`config.mk`:
```
export PLATFORM = sky130hd
export DESIGN_NAME = nco_tune_ctrl
export DESIGN_NICKNAME = d
export VERILOG_FILES = /design/src/rtl/nco_tune_ctrl.sv
export SDC_FILE = /design/constraint.sdc
export NUM_CORES = 1
export LEC_CHECK = 0
export BUFFER_PORTS_ARGS = -buffer_cell sky130_fd_sc_hd__buf_2
export CELL_PAD_IN_SITES_DETAIL_PLACEMENT = 0
export CELL_PAD_IN_SITES_GLOBAL_PLACEMENT = 2
export CORE_MARGIN = 3
export CORE_UTILIZATION = 38
export CTS_BUF_LIST = sky130_fd_sc_hd__clkbuf_8
export DETAILED_ROUTE_END_ITERATION = 10
export GPL_ROUTABILITY_DRIVEN = 0
export PLACE_DENSITY = 0.92
export SLEW_MARGIN = 20
export SYNTH_ARGS = -nofsm -noshare
export SYNTH_HDL_FRONTEND = slang
export SYNTH_SLANG_ARGS = --single-unit
```
`constraint.sdc`:
```
create_clock -name clk -period 14.55 [get_ports clk]
set_clock_uncertainty 0.05 [all_clocks]
set_input_delay 1.455 -clock clk [delete_from_list [all_inputs] [get_ports clk]]
set_output_delay 1.455 -clock clk [all_outputs]
set_load 0.02 [all_outputs]
```
`src/rtl/nco_tune_ctrl.sv`:
```
`default_nettype none
// ============================================================================
// Module   : nco_tune_ctrl
// Purpose  : Tuning sequencer for the NCO phase increment (angle_incr).
//            Runs host commands (immediate SET, linear GLIDE to a target,
//            repeating SCAN between the current and a target value, STOP).
//            Also reports when the NCO output has settled after each change.
// Ports    : clk, rst (async, active-low)
//            cmd_valid/cmd_ready, cmd_op, cmd_freq, cmd_step, cmd_dwell
//                - command port; cmd_ready is always 1
//            angle_incr - registered phase increment to the NCO
//            busy       - high while a GLIDE/SCAN ramp is running
//            tick       - 1-cycle pulse on every angle_incr change
//            done       - 1-cycle pulse when a GLIDE has finished
//            scan_wrap  - 1-cycle pulse when a SCAN jumps back to its start
//            settled    - SETTLE_CYCLES elapsed since the last change
// Revision : 1.0 - initial release
// ============================================================================
module nco_tune_ctrl #(
    parameter logic [31:0] RESET_INCR    = 32'h0000_0000,
    parameter int          SETTLE_CYCLES = 24            // must be >= 1
) (
    input  logic        clk,
    input  logic        rst,
    input  logic        cmd_valid,
    output logic        cmd_ready,
    input  logic [1:0]  cmd_op,
    input  logic [31:0] cmd_freq,
    input  logic [31:0] cmd_step,
    input  logic [15:0] cmd_dwell,
    output logic [31:0] angle_incr,
    output logic        busy,
    output logic        tick,
    output logic        done,
    output logic        scan_wrap,
    output logic        settled
);

    localparam logic [1:0] c_op_set   = 2'b00;
    localparam logic [1:0] c_op_glide = 2'b01;
    localparam logic [1:0] c_op_scan  = 2'b10;

    localparam int             c_sw          = $clog2(SETTLE_CYCLES + 1);
    localparam logic [c_sw-1:0] c_settle_init = c_sw'(SETTLE_CYCLES);
    localparam logic [c_sw-1:0] c_settle_one  = c_sw'(1);

    typedef enum logic [0:0] {
        S_IDLE = 1'b0,
        S_RAMP = 1'b1
    } state_t;

    state_t            r_state,  w_state_nx;
    logic [31:0]       r_incr,   w_incr_nx;
    logic [31:0]       r_target, w_target_nx;
    logic [31:0]       r_start,  w_start_nx;
    logic [31:0]       r_step,   w_step_nx;
    logic [15:0]       r_reload, w_reload_nx;
    logic [15:0]       r_dcnt,   w_dcnt_nx;
    logic              r_mode,   w_mode_nx;   // 1 = SCAN, 0 = GLIDE
    logic              r_dir,    w_dir_nx;    // 1 = counting up
    logic              r_tick;
    logic              r_done,   w_done_nx;
    logic              r_wrap,   w_wrap_nx;
    logic [c_sw-1:0]   r_settle_cnt, w_settle_nx;
    logic              r_settled;

    logic [15:0]       w_dwell_eff;
    logic [31:0]       w_dist;
    logic              w_change;

    assign w_dwell_eff = (cmd_dwell == 16'd0) ? 16'd1 : cmd_dwell;
    // Distance to target computed in both directions so the clip test
    // never relies on wrapping subtraction.
    assign w_dist      = (r_target > r_incr) ? (r_target - r_incr)
                                             : (r_incr - r_target);

    // ------------------------------------------------------------------------
    // Next-state / datapath
    // ------------------------------------------------------------------------
    always_comb begin
        w_state_nx  = r_state;
        w_incr_nx   = r_incr;
        w_target_nx = r_target;
        w_start_nx  = r_start;
        w_step_nx   = r_step;
        w_reload_nx = r_reload;
        w_dcnt_nx   = r_dcnt;
        w_mode_nx   = r_mode;
        w_dir_nx    = r_dir;
        w_done_nx   = 1'b0;
        w_wrap_nx   = 1'b0;

        if (cmd_valid) begin
            // A command always wins over a ramp step due in the same cycle.
            case (cmd_op)
                c_op_set: begin
                    w_incr_nx  = cmd_freq;
                    w_state_nx = S_IDLE;
                end
                c_op_glide, c_op_scan: begin
                    w_start_nx  = r_incr;
                    w_target_nx = cmd_freq;
                    w_step_nx   = cmd_step;
                    w_reload_nx = w_dwell_eff;
                    w_dcnt_nx   = w_dwell_eff - 16'd1;
                    w_mode_nx   = (cmd_op == c_op_scan);
                    w_dir_nx    = (cmd_freq > r_incr);
                    if ((cmd_step == 32'd0) || (cmd_freq == r_incr)) begin
                        // Degenerate ramp: jump straight there.
                        w_incr_nx  = cmd_freq;
                        w_state_nx = S_IDLE;
                        w_done_nx  = (cmd_op == c_op_glide);
                    end else begin
                        w_state_nx = S_RAMP;
                    end
                end
                default: begin
                    // STOP: hold the current increment.
                    w_state_nx = S_IDLE;
                end
            endcase
        end else if (r_state == S_RAMP) begin
            if (r_dcnt != 16'd0) begin
                w_dcnt_nx = r_dcnt - 16'd1;
            end else begin
                w_dcnt_nx = r_reload - 16'd1;
                if (r_incr != r_target) begin
                    if (w_dist <= r_step) begin
                        w_incr_nx = r_target;
                    end else if (r_dir) begin
                        w_incr_nx = r_incr + r_step;
                    end else begin
                        w_incr_nx = r_incr - r_step;
                    end
                end else if (r_mode) begin
                    w_incr_nx = r_start;
                    w_wrap_nx = 1'b1;
                end else begin
                    // Final value has been held for a full dwell period.
                    w_done_nx  = 1'b1;
                    w_state_nx = S_IDLE;
                end
            end
        end
    end

    assign w_change    = (w_incr_nx != r_incr);
    assign w_settle_nx = w_change ? c_settle_init :
                         (r_settle_cnt == '0) ? '0 : (r_settle_cnt - c_settle_one);

    // ------------------------------------------------------------------------
    // State register
    // ------------------------------------------------------------------------
    always_ff @(posedge clk or negedge rst) begin
        if (!rst) begin
            r_state      <= S_IDLE;
            r_incr       <= RESET_INCR;
            r_target     <= 32'd0;
            r_start      <= 32'd0;
            r_step       <= 32'd0;
            r_reload     <= 16'd1;
            r_dcnt       <= 16'd0;
            r_mode       <= 1'b0;
            r_dir        <= 1'b0;
            r_tick       <= 1'b0;
            r_done       <= 1'b0;
            r_wrap       <= 1'b0;
            r_settle_cnt <= c_settle_init;
            r_settled    <= 1'b0;
        end else begin
            r_state      <= w_state_nx;
            r_incr       <= w_incr_nx;
            r_target     <= w_target_nx;
            r_start      <= w_start_nx;
            r_step       <= w_step_nx;
            r_reload     <= w_reload_nx;
            r_dcnt       <= w_dcnt_nx;
            r_mode       <= w_mode_nx;
            r_dir        <= w_dir_nx;
            r_tick       <= w_change;
            r_done       <= w_done_nx;
            r_wrap       <= w_wrap_nx;
            r_settle_cnt <= w_settle_nx;
            // Registered from the next count so settled rises on the same
            // edge the counter reaches zero.
            r_settled    <= (w_settle_nx == '0);
        end
    end

    assign cmd_ready  = 1'b1;
    assign angle_incr = r_incr;
    assign busy       = (r_state == S_RAMP);
    assign tick       = r_tick;
    assign done       = r_done;
    assign scan_wrap  = r_wrap;
    assign settled    = r_settled;

endmodule
`default_nettype wire

```
---- Word level (Yosys, flattened, before mapping) ----
Cells that the tools add are included.
cells by class
  reductions and logical operators ........ 11
  equal/unequal tests ..................... 6
  multiplexer cells ....................... 35
  $lt $le $gt $ge ......................... 3
  add/subtract/negate cells ............... 8
operator list
  operator                                                               number
  32-bit two-way mux                                                     9
  32-bit subtractor                                                      3
  16-bit two-way mux                                                     5
  32-bit > comparator                                                    2
  32-bit != test                                                         2
  32-bit case mux with 2 select lines                                    1
  16-bit by 1-bit subtractor with 16-bit output, second input constant   3
  32-bit adder                                                           1
  32-bit equality test                                                   1
  32-bit <= comparator                                                   1
  32-bit logical NOT                                                     1
  1-bit two-way mux                                                      18
  16-bit logical NOT                                                     1
  16-bit nonzero test                                                    1
  5-bit logical NOT                                                      2
  5-bit two-way mux                                                      2
  5-bit by 1-bit subtractor with 5-bit output, second input constant     1
  2-bit AND reduction                                                    2
  2-bit by 1-bit equality test with 1-bit output, second input constant  1
  2-bit equality test, second input constant                             1
  2-bit logical NOT                                                      1
  2-bit by 1-bit != test with 1-bit output, second input constant        1
  2-bit nonzero test                                                     1
  2-bit OR reduction                                                     1
  1-bit logical OR                                                       1
storage, ports and cells
  output and inout bits ................... 38
  bits of input ports ..................... 85
  bits in registers ....................... 172
  word-level logic and storage cells ...... 77

---- Longest topological paths before layout ----
Gate-level depths: netlist of run 1.
  depth after elaboration ................. 11
  mapped depth ............................ 32
  depth with buffers taken out ............ 29

---- Worst setup path after synthesis of run 1 ----
No wires, ideal clock.
  path kind ............................... reg2reg
  start point ............................. register r_incr[1] (netlist: angle_incr[1])
  end point ............................... register r_settle_cnt[4]
  required time ........................... 14412 ps
  arrival ................................. 6992 ps
  slack ................................... 7420 ps
  setup time .............................. 88 ps
  cell stages (with the launch flop) ...... 29
  buffers on the path ..................... 2
  clock period less this slack ............ 7130 ps
  cells stage by stage .................... dfrtp_1 clkbuf_1 inv_1 fa_1 a21o_1 a21o_1 a311oi_1 o21ai_0 a31oi_1 a21oi_1 a211oi_1 o32a_1 o211ai_1 a41oi_1 o21ai_1 xor2_1 ha_1 nand4_2 or4_4 o2111ai_1 o21a_1 buf_6 mux2i_1 o22ai_1 a32o_1 a2111oi_0 and4_1 nand4_2 or3b_1
between the ends
  cells in the longest elaborated chain, start to end .. 10
  elaborated cells between the ends (all ways) .. 21
  classes of those cells .................. add/sub: 4; order compare: 2; eq/ne: 3; mux: 11; reduce/logical: 1
RTL lines
  what                                       RTL line  text
  start, declared                            53        logic [31:0] r_incr, w_incr_nx;
  start signal, assigned                     172       r_incr <= w_incr_nx;
  32-bit subtractor (tied with other cells)  75        : (r_incr - r_target);
  32-bit two-way mux                         74        assign w_dist = (r_target > r_incr) ? (r_target - r_incr)
  32-bit <= comparator                       128       if (w_dist <= r_step) begin
  32-bit two-way mux                         128
  32-bit two-way mux                         127       if (r_incr != r_target) begin
  32-bit two-way mux                         123       if (r_dcnt != 16'd0) begin
  32-bit two-way mux                         122       end else if (r_state == S_RAMP) begin
  32-bit two-way mux                         93        if (cmd_valid) begin
  32-bit != test *                           147       assign w_change = (w_incr_nx != r_incr);
  5-bit two-way mux *                        148       assign w_settle_nx = w_change ? c_settle_init :
  net w_settle_nx[4]                         64        logic [c_sw-1:0] r_settle_cnt, w_settle_nx;
  end signal, assigned                       168       r_settle_cnt <= c_settle_init;
  end signal, assigned                       183       r_settle_cnt <= w_settle_nx;
  end, declared                              64
The timed path passes the listed nets; every way through them passes the cells marked *.
A chain may end at the register's enable or synchronous reset.

---- Final worst setup path of run 1 ----
  start point ............................. register r_incr[2] (netlist: angle_incr[2])
  end point ............................... register r_settle_cnt[3]
The elaborated chain is that of the path after synthesis.

==> flow_summary.ini, run 1 <==
[global_routing]
grt_pass1_vias = 16766
grt-ovfl-total = 0
grtUsageMet3_pct = 7.679
top_usage_layer = met2
grt_max_degree = 101
grt_use_met2_pct = 44.63
grt_use_total_pct = 29.21
use_met1_pct = 39.55
antenna_found_initial = 3
grt_pass1_wl_um = 104600

[yosys]
synthXorXnorAreaFrac_pct = 5.731
synth_warnings = 0
synth-simple-area-share_pct = 15.21
synth-async-reset-ratio_pct = 100.0
synth_cell_type_count = 88
synth_area_um2 = 16960
synth_flop_cell = dfrtp_1
synthAdderAreaFrac_pct = 12.52
synth_top_family_by_area = compound AO/OA/AOI/OAI gates
synth_area_per_cell_um2 = 8.078
syn_inst = 2100
synthMuxAreaShare_pct = 6.778
synth_compound_area_share_pct = 27.91
synth-seq-cells = 172
yosysSeqAreaShare_pct = 25.39
synth_edf_count = 0
synth_nets = 2353

[clock_network]
path_clk_slew_ns = 0.11
clk_path_buf_depth = 2
cts_buffers = 17
cts_resized = 0
post-cts-setup-buffers = 0
clockRootBuffer = clkbuf_8
clock_latency_ns = 0.62
cts_tree = yes
cts_hold_buf = 0
htree_levels = 4
cts_num_sinks = 172

[final_layout]
final_common_cell = a21oi_1
area_delta_synth_final_pct = 8.452
drive_gt1_share_pct = 12.93
fin_cells = 2744
final_net_count = 2398
fin_util_pct = 42.24
final_cell_mix = a21oi_1, nand2_1, dfrtp_1

[timing]
rsz0062_at_grt = no
period_share_pct = 66.58
maxSlewHeadroom_pct = 24.84
period_needed_ns = 9.688
finalMaxSlewViolations = 0
fin_tns_setup_ns = 0
tightest_slew_ns = 1.117
hold_slack_ns = 0.4424
fmax_ghz = 0.1032
finalSetupViolCount = 0
final_hold_viol_count = 0

[flow_run]
max_cap_viol_count = 0

[critical_path]
critPathLaunchType = register
path_max_fanout = 20
critPathArrivalTime_ns = 10.18
crit_type = register to register
rrSetupSlack_ns = 4.86
slowest_delay_ns = 0.77
cpMaxStageDelayCell = o311ai_0
worst-path-buf-inv = 3
end_kind = register
critical-path-top-delay-family = compound AO/OA/AOI/OAI gates
critPathRequiredTime_ns = 15.04

[floorplanning]
dieArea_um2 = 47210
start_util_pct = 38.95
die_h_um = 217.3
rows = 76
io_pins = 123
coreArea_um2 = 43550
die_x_um = 217.3

[routing]
drtIter0Drc = 1757
firstDrtPassIters = 6
drtAntennaViolNets = 0
avgViaCountPerCell = 6.286
num_vias = 17250
routed_wl_um = 69780
drc_errors = 0
wl_per_cell_um = 25.43

[min_path]
hold_class = register to register

[power]
ir_drop_v = 0.0001790
p_leak_nw = 8.138
pwr_density_cell_nw_per_um2 = 224.2

[outcome]
status = finished clean

[place]
dp.cells = 2711
place_hpwl_um = 53380
io_buffers = 121
==> layout make-up <==
type,count,area [um^2]
repair buffers,145,794.5
clock inverters,15,195.2
flip-flops and latches,172,4308
inverters,143,536.8
well taps,585,732.0
multi-input cells,1666,11590
diodes,1,2.502
fillers,4570,25150
clock buffers,17,234.0
==> worst register-to-register path, delay by kind of cell (launching register included) <==
kind	cells	cell delay (ns)
AOI/OAI and AO/OA	15	4.94
adders and majority gates	2	0.79
DFF	1	0.71
and+or+nand+nor	5	1.67
xor gates and xnor gates	1	0.10
buffers and inverters	3	1.02
muxes	1	0.36
==> flip-flops by register name, summed over array words and instances, names as in the netlist <==
name,count
r_mode,1
r_target,32
angle_incr,32
done,1
scan_wrap,1
settled,1
r_step,32
r_dir,1
r_reload,16
busy,1
tick,1
r_settle_cnt,5
r_start,32
r_dcnt,16
==> cell usage after synthesis (28+ instances only) <==
cell / instances / area share [%]
a211oi_1: 32 / 1.4
a21o_1: 58 / 2.6
a21oi_1: 222 / 6.5
a221oi_1: 32 / 1.7
a31oi_1: 33 / 1.2
buf_2: 31 / 0.91
clkbuf_1: 65 / 1.4
dfrtp_1: 169 / 25
ha_1: 165 / 12
inv_1: 141 / 3.1
mux2_2: 79 / 5.2
nand2_1: 204 / 4.5
nand3_1: 28 / 0.83
nand4_1: 40 / 1.5
nor2_1: 124 / 2.7
nor3_1: 30 / 0.89
nor4_1: 33 / 1.2
o21ai_0: 152 / 4.5
o22ai_1: 33 / 1.2
xnor2_1: 89 / 4.6
==> per-stage QoR <==
step,instance area [um^2],setup slack [ns],total power [mW]
floorplan,16960,7.420,2.781
global placement,17960,5.312,3.592
detailed placement,17960,5.147,3.615
CTS,18390,5.107,4.031
global route,18400,4.571,4.388
finish,18400,4.862,4.125
==> cells by family after synthesis <==
family,Yosys count
mux,105
xor+xnor,111
compound gates,736
other cells,1
buf+inv,262
simple gates,545
fa+ha+maj,168
flops,172
==> routing by layer <==
metal	vias up	share of wire, %
li1	7815	-
met1	8342	42
met2	918	43
met3	171	10
met4	4	4.0
met5	-	0.030
==> path summary, 6_finish.rpt <==
check	cells past startpoint	to	from
max	27	r_settle_cnt[3]	angle_incr[2]
min	2	r_start[25]	r_start[25]
max reg2reg	27	r_settle_cnt[3]	angle_incr[2]
min reg2reg	2	r_start[25]	r_start[25]
max in group asynchronous	2	r_start[17]	rst
min in group asynchronous	1	angle_incr[3]	rst
==> power breakdown <==
group / leakage (nW) / switching (mW) / total [mW] / internal [mW]
sequential: 2.09 / 0.155 / 0.731 / 0.576
clock: 0.213 / 0.247 / 0.395 / 0.148
combinational: 5.83 / 1.93 / 3.00 / 1.07
Power figures use the tool's default switching activity.
==> run 2, diff against run 1 <==
ABC_AREA = 1   (was unset)
CORE_UTILIZATION = 31   (was 38)
PLACE_DENSITY = 0.88   (was 0.92)
clock period = 8.2 ns   (was 14.55 ns; I/O delays follow)
==> flow_summary.ini, run 2 <==
[routing]
routed_wl_um = 75260
drtAntennaViolNets = 0
drtIter0Drc = 1548
wl_per_cell_um = 19.10
drc_errors = 0
firstDrtPassIters = 6
num_vias = 20012
avgViaCountPerCell = 5.078

[clock_network]
cts_hold_buf = 0
path_clk_slew_ns = 0.11
cts_resized = 0
htree_levels = 4
clk_path_buf_depth = 2
post-cts-setup-buffers = 0
cts_tree = yes
cts_buffers = 17
clock_latency_ns = 0.60
clockRootBuffer = clkbuf_8
cts_num_sinks = 172

[floorplanning]
dieArea_um2 = 63070
die_x_um = 251.1
die_h_um = 251.1
coreArea_um2 = 59240
io_pins = 123
start_util_pct = 31.44
rows = 89

[yosys]
synth_cell_type_count = 55
syn_inst = 3063
ys_top_cells_by_area = dfrtp_1, nand2_1, ha_1
synth-seq-cells = 172
synth_flop_cell = dfrtp_1
synth.most_common_cell = nand2_1
synth-async-reset-ratio_pct = 100.0
synth_area_per_cell_um2 = 6.082
synthTopCellsByCount = nand2_1, inv_1, o21ai_0, a21oi_1, nand3_1
synth_top_area_cell = dfrtp_1
synth_nets = 3316
netlist.area_leader.share_pct = 22.70
synth_area_um2 = 18630
synth_edf_count = 0
yosysSeqAreaShare_pct = 23.13
synth_warnings = 0

[final_layout]
final_net_count = 3406
final_common_cell = nand2_1
area_delta_synth_final_pct = 10.75
fin_area_um2 = 20630
drive_gt1_share_pct = 7.707
fin_cells = 3941
final_cell_mix = nand2_1, inv_1, o21ai_0

[global_routing]
grt-ovfl-total = 0
grt_pass1_wl_um = 114600
antenna_found_initial = 2
grt_max_degree = 97
grt_pass1_vias = 19212
grt_use_total_pct = 23.70

[power]
p_leak_nw = 11.05
ir_drop_v = 0.0001721
total_power_mw = 5.947
pwr_density_cell_nw_per_um2 = 288.3

[critical_path]
critPathRequiredTime_ns = 8.66
path_max_fanout = 21
cpMaxStageDelayCell = dfrtp_1
end_kind = register
timing.rr.start = angle_incr[3]
slowest_delay_ns = 0.59
cpMostUsedCell = nand2_1
rr_endpoint = settled
r2r_cells = 40
critPathLaunchType = register
crit_type = register to register
critPathLaunch = angle_incr[3]
endpoint = settled
critPathArrivalTime_ns = 7.79
rrSetupSlack_ns = 0.87

[timing]
fmax_ghz = 0.1364
final_hold_viol_count = 0
finalMaxSlewViolations = 0
maxSlewHeadroom_pct = 29.83
tightest_slew_ns = 1.051
finalSetupViolCount = 0
hold_slack_ns = 0.1166
rsz0062_at_grt = no
period_needed_ns = 7.329
period_share_pct = 89.38
fin_tns_setup_ns = 0

[place]
io_buffers = 121
place_area_um2 = 20170
place_hpwl_um = 60130
dp.cells = 3907

[flow_run]
max_cap_viol_count = 0

[min_path]
hold_class = primary input to async pin

[outcome]
status = finished clean
[run 2: changes by cell type in the layout (fill, tap and decap cells not counted), sizes merged, moves of 28 or more]
cell / before / now
o22ai: 33 / 5
nor2: 124 / 221
a21o: 58 / 4
xnor2: 89 / 13
inv: 149 / 476
xor2: 22 / 69
a211oi: 32 / 4
mux2: 79 / 0
nand3: 28 / 223
nand2: 204 / 959
o21ai: 158 / 271
[run 2: worst max-delay path, delay by kind of cell, from the launching register on]
family,cells,cell delay (ns)
buffers and inverters,5,0.96
AOI/OAI and AO/OA,8,2.18
xor gates and xnor gates,1,0.16
DFF,1,0.59
and+or+nand+nor,24,2.57
adders and majority gates,2,0.73
[run 2: worst min-delay path by stage]
stage	start	end	slack, ns	depth (start not counted)
2_1_floorplan	r_settle_cnt[0]	r_settle_cnt[0]	0.37	1
3_3_place_gp	r_settle_cnt[0]	r_settle_cnt[0]	0.39	1
3_5_place_dp	r_settle_cnt[0]	r_settle_cnt[0]	0.39	1
4_1_cts	rst	r_target[3]	0.08	1
5_1_grt	rst	angle_incr[4]	0.11	1
6_report	rst	r_step[1]	0.12	1
[run 2: kinds of logic (layout without fill, tap and decap cells)]
| group | count (synthesis) | count (layout) | synth area share, % |
|---|---|---|---|
| and+or+nand+nor | 1480 | 1480 | 32.88 |
| xor gates and xnor gates | 82 | 82 | 3.855 |
| muxes | 3 | 3 | 0.1612 |
| AOI/OAI and AO/OA | 592 | 592 | 16.91 |
| adders and majority gates | 168 | 168 | 11.41 |
| DFF | 172 | 172 | 23.13 |
| other | 1 | 3 | 0.02013 |
| buffers and inverters | 565 | 668 | 11.65 |
[run 2: cell type report]
| type | count | area [um^2] |
|---|---|---|
| Clock buffer | 17 | 234.0 |
| Tap cell | 773 | 967.2 |
| Clock inverter | 15 | 219.0 |
| Sequential cell | 172 | 4308 |
| Timing Repair Buffer | 165 | 957.2 |
| Fill cell | 6721 | 38610 |
| Antenna cell | 2 | 5.005 |
| Multi-Input combinational cell | 2326 | 12170 |
| Inverter | 471 | 1768 |
[run 2: where the power goes]
part | total [mW] | switching (mW) | internal [mW]
Combinational | 4.08 | 2.80 | 1.29
Sequential | 1.15 | 0.146 | 0.999
Clock | 0.717 | 0.450 | 0.267
[run 2: layer usage]
metal	GRT usage (%)	routed length, um	vias up
met5	0	13	-
met4	5.917	1535	2
met3	4.273	4955	93
met2	37.40	32670	637
met1	33.50	36080	9249
li1	-	-	10031
[run 2: metrics by stage]
| step | setup slack, ns | util [%] |
|---|---|---|
| 6_report | 0.8710 | 34.82 |
| 5_1_grt | 0.1523 | 34.82 |
| 3_3_place_gp | 0.7616 | 34.04 |
| 3_5_place_dp | 0.6762 | 34.04 |
| 2_1_floorplan | 2.728 | - |
| 4_1_cts | 0.6258 | 34.81 |
==> run 3, diff against run 2 <==
BUFFER_PORTS_ARGS = unset   (was -buffer_cell sky130_fd_sc_hd__buf_2)
CORE_UTILIZATION = 33   (was 31)
CTS_CLUSTER_DIAMETER = 60   (was unset)
DONT_BUFFER_PORTS = 1   (was unset)
PLACE_DENSITY = 0.89   (was 0.88)
RECOVER_POWER = 100   (was unset)
==> flow_summary.ini, run 3 (synthesis gave the netlist of run 2 again) <==
[global_routing]
grt_use_total_pct = 25.21
grt_pass1_wl_um = 114700
grt_pass1_vias = 19012
top_usage_layer = met2
grt_use_met2_pct = 40.27
grtUsageMet3_pct = 5.437
use_met1_pct = 34.29
antenna_found_initial = 2
grt_max_degree = 172
grt-ovfl-total = 0

[critical_path]
end_kind = register
critPathLaunchType = register
crit_type = register to register
cpMostUsedCell = nand2_1
rrSetupSlack_ns = 0.72
critPathRequiredTime_ns = 8.67
timing.rr.start = angle_incr[6]
cpMaxStageDelayCell = a21oi_1
slowest_delay_ns = 0.77
path_max_fanout = 21
rr_endpoint = settled
critPathArrivalTime_ns = 7.95
r2r_cells = 38

[clock_network]
cts_tree = yes
cts_num_sinks = 172
path_clk_slew_ns = 0.13
clk_path_buf_depth = 2
cts_buffers = 17
clock_latency_ns = 0.60
clockRootBuffer = clkbuf_8
post-cts-setup-buffers = 0
htree_levels = 4

[floorplanning]
die_x_um = 243.6
coreArea_um2 = 55520
rows = 86
start_util_pct = 33.55
die_h_um = 243.6
io_pins = 123
dieArea_um2 = 59340

[routing]
firstDrtPassIters = 8
wl_per_cell_um = 20.01
num_vias = 20283
drtAntennaViolNets = 0
routed_wl_um = 75970
avgViaCountPerCell = 5.343
drc_errors = 0
drtIter0Drc = 1979

[timing]
fmax_ghz = 0.1338
tightest_slew_ns = 4.696
finalMaxSlewViolations = 476
finalSetupViolCount = 0
fin_tns_setup_ns = 0
period_needed_ns = 7.475
hold_slack_ns = 0.2765
period_share_pct = 91.16
maxSlewHeadroom_pct = -213.1
final_hold_viol_count = 0
rsz0062_at_grt = no

[power]
p_seq_share_pct = 19.4
total_power_mw = 5.878
p_leak_nw = 10.49
pwr-share-comb_pct = 68.6
net-switching-power_mw = 3.349
power.internal_mw = 2.529
ir_drop_v = 0.0001478
pwr_density_cell_nw_per_um2 = 295.6
pwr-share-clk_pct = 12.0
switching_share_pct = 56.97

[final_layout]
final_cell_mix = nand2_1, inv_1, o21ai_0
area_delta_synth_final_pct = 6.750
fin_cells = 3796
final_common_cell = nand2_1
fin_util_pct = 35.81
final_net_count = 3288
diodes = 0
fillCellCount = 6222
drive_gt1_share_pct = 3.182

[place]
io_buffers = 0
dp.cells = 3762
place_hpwl_um = 59930

[outcome]
status = complete, but fails checks
violations = max-capacitance violations, max-slew violations

[flow_run]
max_cap_viol_count = 6

[min_path]
worstHoldPathCells = 2
holdPathEnd = r_reload[2]
min_from = cmd_dwell[2]
hold_class = primary input to register
## run 3: worst max-delay path by stage
stage                   start      end  slack, ns  depth (start not counted)
2_1_floorplan  angle_incr[29]  settled       2.73                         41
3_3_place_gp    angle_incr[1]  settled       1.11                         39
3_5_place_dp    angle_incr[1]  settled       1.00                         40
4_1_cts         angle_incr[1]  settled       0.96                         40
5_1_grt         angle_incr[6]  settled       0.20                         38
6_report        angle_incr[6]  settled       0.72                         38
## run 3: final cells by class
class / instances / area (um^2) / area share, %
flip-flops and latches: 172 / 4308 / 21.66
inverters: 471 / 1768 / 8.891
clock buffers: 17 / 234.0 / 1.177
repair buffers: 47 / 274.0 / 1.378
clock inverters: 15 / 212.7 / 1.070
multi-input cells: 2326 / 12150 / 61.11
well taps: 748 / 935.9 / 4.706
## run 3: what timing repair did
item / 4_1_cts / 5_1_grt
hold endpoints to repair: 171 / 0
resized for setup: 0 / 0
hold buffers: 2 / 0
## run 3: worst max-delay path, delay by kind of cell (launching register included)
kind / cells / cell delay [ns]
adder cells (fa/ha/maj): 2 / 0.78
AO/OA/AOI/OAI: 3 / 1.18
flip-flops: 1 / 0.34
AND/OR/NAND/NOR: 26 / 3.38
XOR/XNOR: 1 / 0.15
buffers and inverters: 6 / 1.49
## run 3: layer usage
metal | part of all wire [%] | vias up
met1 | 44 | 9476
met4 | 2.5 | 0
met3 | 9.2 | 128
li1 | - | 9784
met2 | 45 | 895
met5 | 0 | -
## run 3: through the flow
step	instance area [um^2]	setup WS [ns]
after floorplan	18630	2.728
after global placement	19540	1.114
after detailed placement	19540	1.002
after CTS	20020	0.9617
after global routing	19890	0.1959
final	19890	0.7246
## run 3: power by group through the flow
| stage | combinational [mW] | sequential [mW] | clock [mW] |
|---|---|---|---|
| after floorplan | 2.66 | 1.16 | 0 |
| after CTS | 3.98 | 1.14 | 0.732 |
| final | 4.03 | 1.14 | 0.707 |
| after global routing | 4.47 | 1.16 | 0.757 |
| after detailed placement | 3.94 | 1.15 | 0 |
| after global placement | 3.92 | 1.15 | 0 |
